**config.mk**
```make
export PLATFORM = sky130hd
export DESIGN_NAME = hazard_stall_ctrl
export DESIGN_NICKNAME = d
export VERILOG_FILES = /design/src/rtl/hazard_stall_ctrl.sv
export SDC_FILE = /design/constraint.sdc
export NUM_CORES = 1
export LEC_CHECK = 0
export ABC_AREA = 1
export BUFFER_PORTS_ARGS = -buffer_cell sky130_fd_sc_hd__buf_2
export CAP_MARGIN = 20
export CORE_ASPECT_RATIO = 0.9
export CORE_UTILIZATION = 30
export CTS_CLUSTER_SIZE = 12
export DETAILED_ROUTE_END_ITERATION = 6
export GPL_ROUTABILITY_DRIVEN = 0
export GPL_TIMING_DRIVEN = 0
export PLACE_DENSITY = 0.53
export SLEW_MARGIN = 0
export SYNTH_ARGS = -nofsm -noshare
export SYNTH_HDL_FRONTEND = slang
export SYNTH_SLANG_ARGS = --single-unit
```
**constraint.sdc**
```tcl
create_clock -name Clk -period 1.5 [get_ports Clk]
set_input_delay 0.075 -clock Clk [delete_from_list [all_inputs] [get_ports Clk]]
set_output_delay 0.075 -clock Clk [all_outputs]
set_load 0.01 [all_outputs]
```
**src/rtl/hazard_stall_ctrl.sv**
```systemverilog
// Hazard and stall sequencer for the five-stage MIPS pipeline: load-use, branch-operand,
// taken-branch flush and multi-cycle EX stalls. Optional StallCycles counter via HAZARD_STATS_EN.
module hazard_stall_ctrl #(
    parameter int unsigned LONG_LAT = 4
) (
    input  logic       Clk,
    input  logic       Reset,
    input  logic [4:0] ID_Rs,
    input  logic [4:0] ID_Rt,
    input  logic       ID_UsesRt,
    input  logic       ID_Branch,
    input  logic       ID_BranchTaken,
    input  logic       EX_MemRead,
    input  logic       EX_RegWrite,
    input  logic [4:0] EX_Rd,
    input  logic       EX_LongOp,
    input  logic       MEM_MemRead,
    input  logic [4:0] MEM_Rd,
    output logic       PCWrite,
    output logic       IF_ID_Write,
    output logic       IF_ID_Flush,
    output logic       ID_EX_Write,
    output logic       ID_EX_Bubble,
    output logic       EX_MEM_Bubble,
    output logic       Busy
`ifdef HAZARD_STATS_EN
    ,
    output logic [31:0] StallCycles
`endif
);

    typedef enum logic {
        IDLE,
        LONG
    } state_t;

    // First LONG cycle is already the second stall cycle, hence LONG_LAT-2.
    localparam logic [3:0] CNT_INIT = 4'((LONG_LAT >= 2) ? (LONG_LAT - 2) : 0);

    state_t     state, state_nxt;
    logic [3:0] cnt, cnt_nxt;
    logic       ls, lu, bs;
    logic       ex_match, mem_match;

    // Register 0 is hard-wired zero, so it can never carry a dependency.
    assign ex_match  = (EX_Rd != 5'd0) &&
                       ((EX_Rd == ID_Rs) || (ID_UsesRt && (EX_Rd == ID_Rt)));
    assign mem_match = (MEM_Rd != 5'd0) &&
                       ((MEM_Rd == ID_Rs) || (ID_UsesRt && (MEM_Rd == ID_Rt)));
    assign lu        = EX_MemRead && ex_match;
    assign bs        = ID_Branch && ((EX_RegWrite && ex_match) || (MEM_MemRead && mem_match));

    // NOTE: asynchronous reset lives in the sensitivity list; state uses non-blocking assignments.
    always_ff @(posedge Clk or posedge Reset) begin
        if (Reset) begin
            state <= IDLE;
            cnt   <= 4'd0;
        end else begin
            state <= state_nxt;
            cnt   <= cnt_nxt;
        end
    end

    // NOTE: every always_comb output gets a default first so no latch is inferred.
    always_comb begin
        state_nxt = state;
        cnt_nxt   = cnt;
        ls        = 1'b0;
        case (state)
            IDLE: begin
                if (EX_LongOp && (LONG_LAT > 1)) begin
                    ls        = 1'b1;
                    cnt_nxt   = CNT_INIT;
                    state_nxt = LONG;
                end
            end
            LONG: begin
                if (cnt != 4'd0) begin
                    ls      = 1'b1;
                    cnt_nxt = cnt - 4'd1;
                end else begin
                    state_nxt = IDLE;
                end
            end
            default: state_nxt = IDLE;
        endcase
    end

    always_comb begin
        PCWrite       = 1'b1;
        IF_ID_Write   = 1'b1;
        IF_ID_Flush   = 1'b0;
        ID_EX_Write   = 1'b1;
        ID_EX_Bubble  = 1'b0;
        EX_MEM_Bubble = 1'b0;
        Busy          = (state == LONG);
        if (Reset) begin
            PCWrite       = 1'b0;
            IF_ID_Write   = 1'b0;
            ID_EX_Write   = 1'b0;
            ID_EX_Bubble  = 1'b1;
            EX_MEM_Bubble = 1'b1;
            Busy          = 1'b0;
        end else if (ls) begin
            PCWrite       = 1'b0;
            IF_ID_Write   = 1'b0;
            ID_EX_Write   = 1'b0;
            EX_MEM_Bubble = 1'b1;
        end else if (lu || bs) begin
            PCWrite      = 1'b0;
            IF_ID_Write  = 1'b0;
            ID_EX_Bubble = 1'b1;
        end else begin
            // A taken branch flushes only when nothing stalls; otherwise it is re-evaluated later.
            IF_ID_Flush = ID_BranchTaken;
        end
    end

`ifdef HAZARD_STATS_EN
    always_ff @(posedge Clk or posedge Reset) begin
        if (Reset) begin
            StallCycles <= 32'd0;
        end else if (!PCWrite && (StallCycles != 32'hFFFF_FFFF)) begin
            StallCycles <= StallCycles + 32'd1;
        end
    end
`endif

endmodule
```
==> flow_summary.ini, run 1 <==
[outcome]
status = complete, but fails checks
violations = setup timing

[floorplanning]
die_y_um = 48.2
row_count = 16
fp.dieW_um = 53.4
dieArea_sq_um = 2570
coreArea_sq_um = 2200
boundaryPins = 36
initial_core_util = 0.323

[worst_setup_path]
rr_startpoint = cnt[0]
critPathLaunchType = register
crit_fanout = 3
crit_chain = inv_1 -> ha_2 -> nand3_2 -> nand2_4 -> nand2_4 -> nor2_4 -> nand3_2 -> inv_2 -> buf_6 -> buf_6
critical_path_depth = 10
slowest_delay_ps = 390
worstSetupEndpointType = output pin
required_ps = 1420
rrSetupSlack_ps = 150
worst_r2r_path_depth = 9
path_buf_inv = 4
cpLargestDelayFamily = simple AND/OR/NAND/NOR gates
worst-setup-path-type = reg -> out
cp_slowest_cell = dfrtp_1
arrival_ps = 1530
reg2reg_to = cnt[3]

[synth]
synth_area_per_cell_sq_um = 5.09
syn_inst = 140
syn_area_sq_um = 712
synth-seq-cells = 5
synth_cell_types = 20
seq_area_frac_synth = 0.176
synth_nets = 170
ys.warnings.count = 0

[grt]
first_global_vias = 738
grt_max_degree = 7
grt_usage = 0.165
grt_pass1_wl_mm = 3.02
grt-ovfl-total = 0
antenna_found_initial = 0

[clock_network]
htree_num_levels = 1
cts-root-buf = clkbuf_4
cts_tree = yes
clk_pin_slew_ps = 40
clk_latency_ps = 250
cts-buffers-inserted = 3
clock_sinks = 5
clock_path_buffers = 2

[timing]
setup_viol = 6
max_freq_mhz = 621
tightest_slew_ps = 227
final.period_utilization = 1.07
fin_crit_ps = 1610
hold_ws_ps = 166
setup_tns_ps = -436
hold_viol = 0
fin_skew_ps = 5.35
timing.final.ws_setup_ps = -110
rsz0062_at_grt = true
slew_violations = 0
maxSlewHeadroom = 0.848

[drt]
via_count = 910
viasPerCell = 4.21
drtAntennaViolNets = 0
routedWlPerCell_um = 9.20
drt_iter0_drc = 12
wl_mm = 1.99
first_pass_iters = 2
drcViolationCount = 0

[power_and_ir_drop]
leakagePower_nw = 0.686
power_density_nw_per_um2 = 1190
power_mw = 1.25
peakVddDrop_mv = 0.844

[placement]
place_area_sq_um = 921
numPortBuffers = 35
dpl.hpwl_mm = 1.57
preCtsSetupSlack_ps = 0.194

[hold_path]
hp-class = in -> reg
hold_depth = 3
min_from = EX_LongOp
whs_endpoint = cnt[1]

[final_layout]
fillers = 243
final_common_cell = nand2_1
mostFrequentLayoutCells = nand2_1 (61), buf_2 (33), inv_1 (19)
post-route-cell-area_sq_um = 1050
antenna-diode-count = 0
area_growth_syn_to_layout_pct = 48.0
drive_above_1_share = 0.360
final_nets = 220

[flow_run]
cap_viol_max_count = 0
==> metal layers <==
layer  share of wire  GRT usage  up-vias
li1                -          -      512
met1            0.51      0.230      369
met2            0.43      0.263       25
met3           0.055     0.0498        4
met4           0.012     0.0158        0
met5               0          0        -
==> how the worst max path moves through the flow <==
stage | startpoint | endpoint | slack (ps)
global route | cnt[0] | PCWrite | -200
CTS | cnt[0] | PCWrite | -130
floorplan | cnt[0] | PCWrite | 120
detailed placement | cnt[0] | PCWrite | 0.2
global placement | cnt[0] | PCWrite | 10
finish | cnt[0] | PCWrite | -110
==> cell type report <==
class                   count  area (sq um)  share of cell area
plain buffers               1          11.3              0.0107
inverters                  31           116               0.110
clock buffers               4          26.3              0.0249
flip-flops and latches      5           125               0.119
well taps                  27          33.8              0.0321
repair buffers             45           265               0.252
multi-input cells         103           475               0.451
==> logic make-up after synthesis <==
family | count (synthesis) | share of synthesized area
AND/OR/NAND/NOR | 91 | 0.538
flip-flops | 5 | 0.176
XOR/XNOR | 2 | 0.0246
adder cells (fa/ha/maj) | 1 | 0.0176
buffers and inverters | 32 | 0.174
AO/OA/AOI/OAI | 9 | 0.0703
==> worst register-to-register path, stage by stage (launching register included) <==
cell and delay (ps):
dfrtp_1 390, inv_1 60, ha_2 180, nand3_2 90, nand2_4 90, nand2_4 60
buf_4 140, nand2_1 70, o21ai_1 60, a21oi_1 120
==> stage by stage <==
step                cells  utilization
CTS                   213        0.468
global route          216        0.478
floorplan             140            -
global placement      202        0.418
detailed placement    202        0.418
finish                216        0.478
==> what timing repair did <==
item                       in CTS  in global routing
setup buffers                   6                  3
hold buffers                    1                  0
gates cloned                    0                  0
resized for setup               8                  0
pin swaps                       6                  3
setup endpoints to repair       6                  6
hold endpoints to repair        5                  0
==> sequential cells by signal, indices dropped and copies added, names as in the netlist <==
signal,cells
state,1
cnt,4
==> where the power goes <==
| part | internal [mW] | switching (mW) | total, mW |
|---|---|---|---|
| Sequential | 0.204 | 0.0505 | 0.255 |
| Clock | 0.101 | 0.0595 | 0.160 |
| Combinational | 0.423 | 0.414 | 0.837 |
==> cells in the mapped netlist (all sizes together) <==
| library cell | n | area, sq um |
|---|---|---|
| a21oi | 3 | 15.0 |
| o211ai | 1 | 7.51 |
| dfrtp | 5 | 125 |
| inv | 31 | 116 |
| nand3 | 8 | 45.0 |
| nand2 | 65 | 259 |
| nor2 | 16 | 67.6 |
| o21ai | 4 | 20.0 |
| nand4 | 1 | 6.26 |
| nor3 | 1 | 5.00 |
| xnor2 | 2 | 17.5 |
| ha | 1 | 12.5 |
| buf | 1 | 7.51 |
| o21bai | 1 | 7.51 |
Power figures use the tool's default switching activity.
==> run 2: changes to the inputs <==
MAX_ROUTING_LAYER = met4   (was unset)
==> run 2 against run 1 <==
The flow still finishes with violations (setup timing). Power grew 0.35%. Cell area is the same. Non-clock buffer count is the same. Utilization is the same. Largest power group unchanged.
==> flow_summary.ini, run 2 (synthesized netlist as in run 1, its figures left out) <==
[grt]
grt_usage = 0.171
first_global_vias = 739
grt-ovfl-total = 0
grt_pass1_wl_mm = 3.02
grt_max_degree = 7
antenna_found_initial = 0

[worst_setup_path]
crit_path_end = PCWrite
reg2reg_to = cnt[3]
required_ps = 1420
cp-startpoint = cnt[0]
rr_startpoint = cnt[0]
worstSetupEndpointType = output pin
worst_r2r_path_depth = 9
worst-setup-path-type = reg -> out
rrSetupSlack_ps = 150
arrival_ps = 1540
critPathLaunchType = register
crit_fanout = 3

[drt]
routedWlPerCell_um = 9.23
via_count = 922
viasPerCell = 4.27
drcViolationCount = 0
drtAntennaViolNets = 0
wl_mm = 1.99
drt_iter0_drc = 13
first_pass_iters = 4

[hold_path]
min_from = EX_LongOp
hp-class = in -> reg

[timing]
rsz0062_at_grt = true
setup_viol = 6
maxSlewHeadroom = 0.852
final.period_utilization = 1.08
tightest_slew_ps = 221
timing.final.ws_setup_ps = -114
setup_tns_ps = -462
slew_violations = 0
fin_crit_ps = 1610
fin_skew_ps = 7.04
max_freq_mhz = 620
hold_viol = 0

[final_layout]
drive_above_1_share = 0.360
fin_util = 0.478
largest_register_ff_count = 4
final_common_cell = nand2_1
top_register = cnt
area_growth_syn_to_layout_pct = 48.0
mostFrequentLayoutCells = nand2_1 (61), buf_2 (33), inv_1 (19)
stdcell_count = 216
final_nets = 220
reg.largest.list = cnt x4, state x1
antenna-diode-count = 0

[floorplanning]
initial_core_util = 0.323
row_count = 16
boundaryPins = 36
coreArea_sq_um = 2200
die_y_um = 48.2
dieArea_sq_um = 2570
fp.dieW_um = 53.4

[clock_network]
cts-buffers-inserted = 3
cts-root-buf = clkbuf_4
cts_tree = yes
clock_path_buffers = 2
htree_num_levels = 1
clk_pin_slew_ps = 50
clk_latency_ps = 250
clock_sinks = 5

[power_and_ir_drop]
power_density_nw_per_um2 = 1190
power_mw = 1.26
leakagePower_nw = 0.686
peakVddDrop_mv = 0.844

[outcome]
violations = setup timing
status = complete, but fails checks

[placement]
dpl.hpwl_mm = 1.57
preCtsSetupSlack_ps = 0.194
numPortBuffers = 35
dp.cells = 202

[flow_run]
cap_viol_max_count = 0
[run 2: cell counts in the layout (fill, tap and decap cells not counted)]
Identical to the previous run, type by type.
[run 2: repair_timing]
action,CTS,global route
setup buffers,6,3
resized for setup,8,0
setup endpoints to repair,6,6
hold buffers,1,0
pin swaps,6,3
hold endpoints to repair,5,0
[run 2: layout make-up]
cell class                      instances  area (sq um)
Buffer                                  1          11.3
Sequential cell                         5           125
Inverter                               31           116
Timing Repair Buffer                   45           265
Tap cell                               27          33.8
Clock buffer                            4          26.3
Multi-Input combinational cell        103           475
Fill cell                             243          1150
[run 2: through the flow]
step	area (sq um)	hold WS, ps
global placement	921	34.5
floorplan	712	-138
finish	1050	167
global route	1050	190
CTS	1030	152
detailed placement	921	30.4
[run 2: worst min path at each step]
stage / endpoint / slack [ps] / cells past startpoint
5_1_grt: cnt[1] / 190 / 3
2_1_floorplan: cnt[0] / -140 / 1
3_3_place_gp: state / 30 / 2
4_1_cts: cnt[1] / 150 / 3
3_5_place_dp: state / 30 / 2
6_report: cnt[1] / 170 / 3
[run 2: worst max-delay path, cell delays in order, from the launching register on]
cell and delay (ps):
dfrtp_1 390, inv_1 60, ha_2 180, nand3_2 90, nand2_4 80, nand2_4 60
nor2_4 100, nand3_2 80, inv_2 70, buf_6 80, buf_6 80
[run 2: where the power goes]
part | switching, mW | leakage [nW] | internal [mW]
logic | 0.418 | 0.612 | 0.423
registers | 0.0494 | 0.0595 | 0.204
clock network | 0.0612 | 0.0150 | 0.101
[run 2: layer usage]
metal / up-vias / global-route usage / wire length [um]
li1: 510 / - / -
met1: 381 / 0.230 / 990
met2: 29 / 0.263 / 864
met3: 2 / 0.0498 / 126
met4: 0 / 0.0158 / 12
met5: - / - / 0
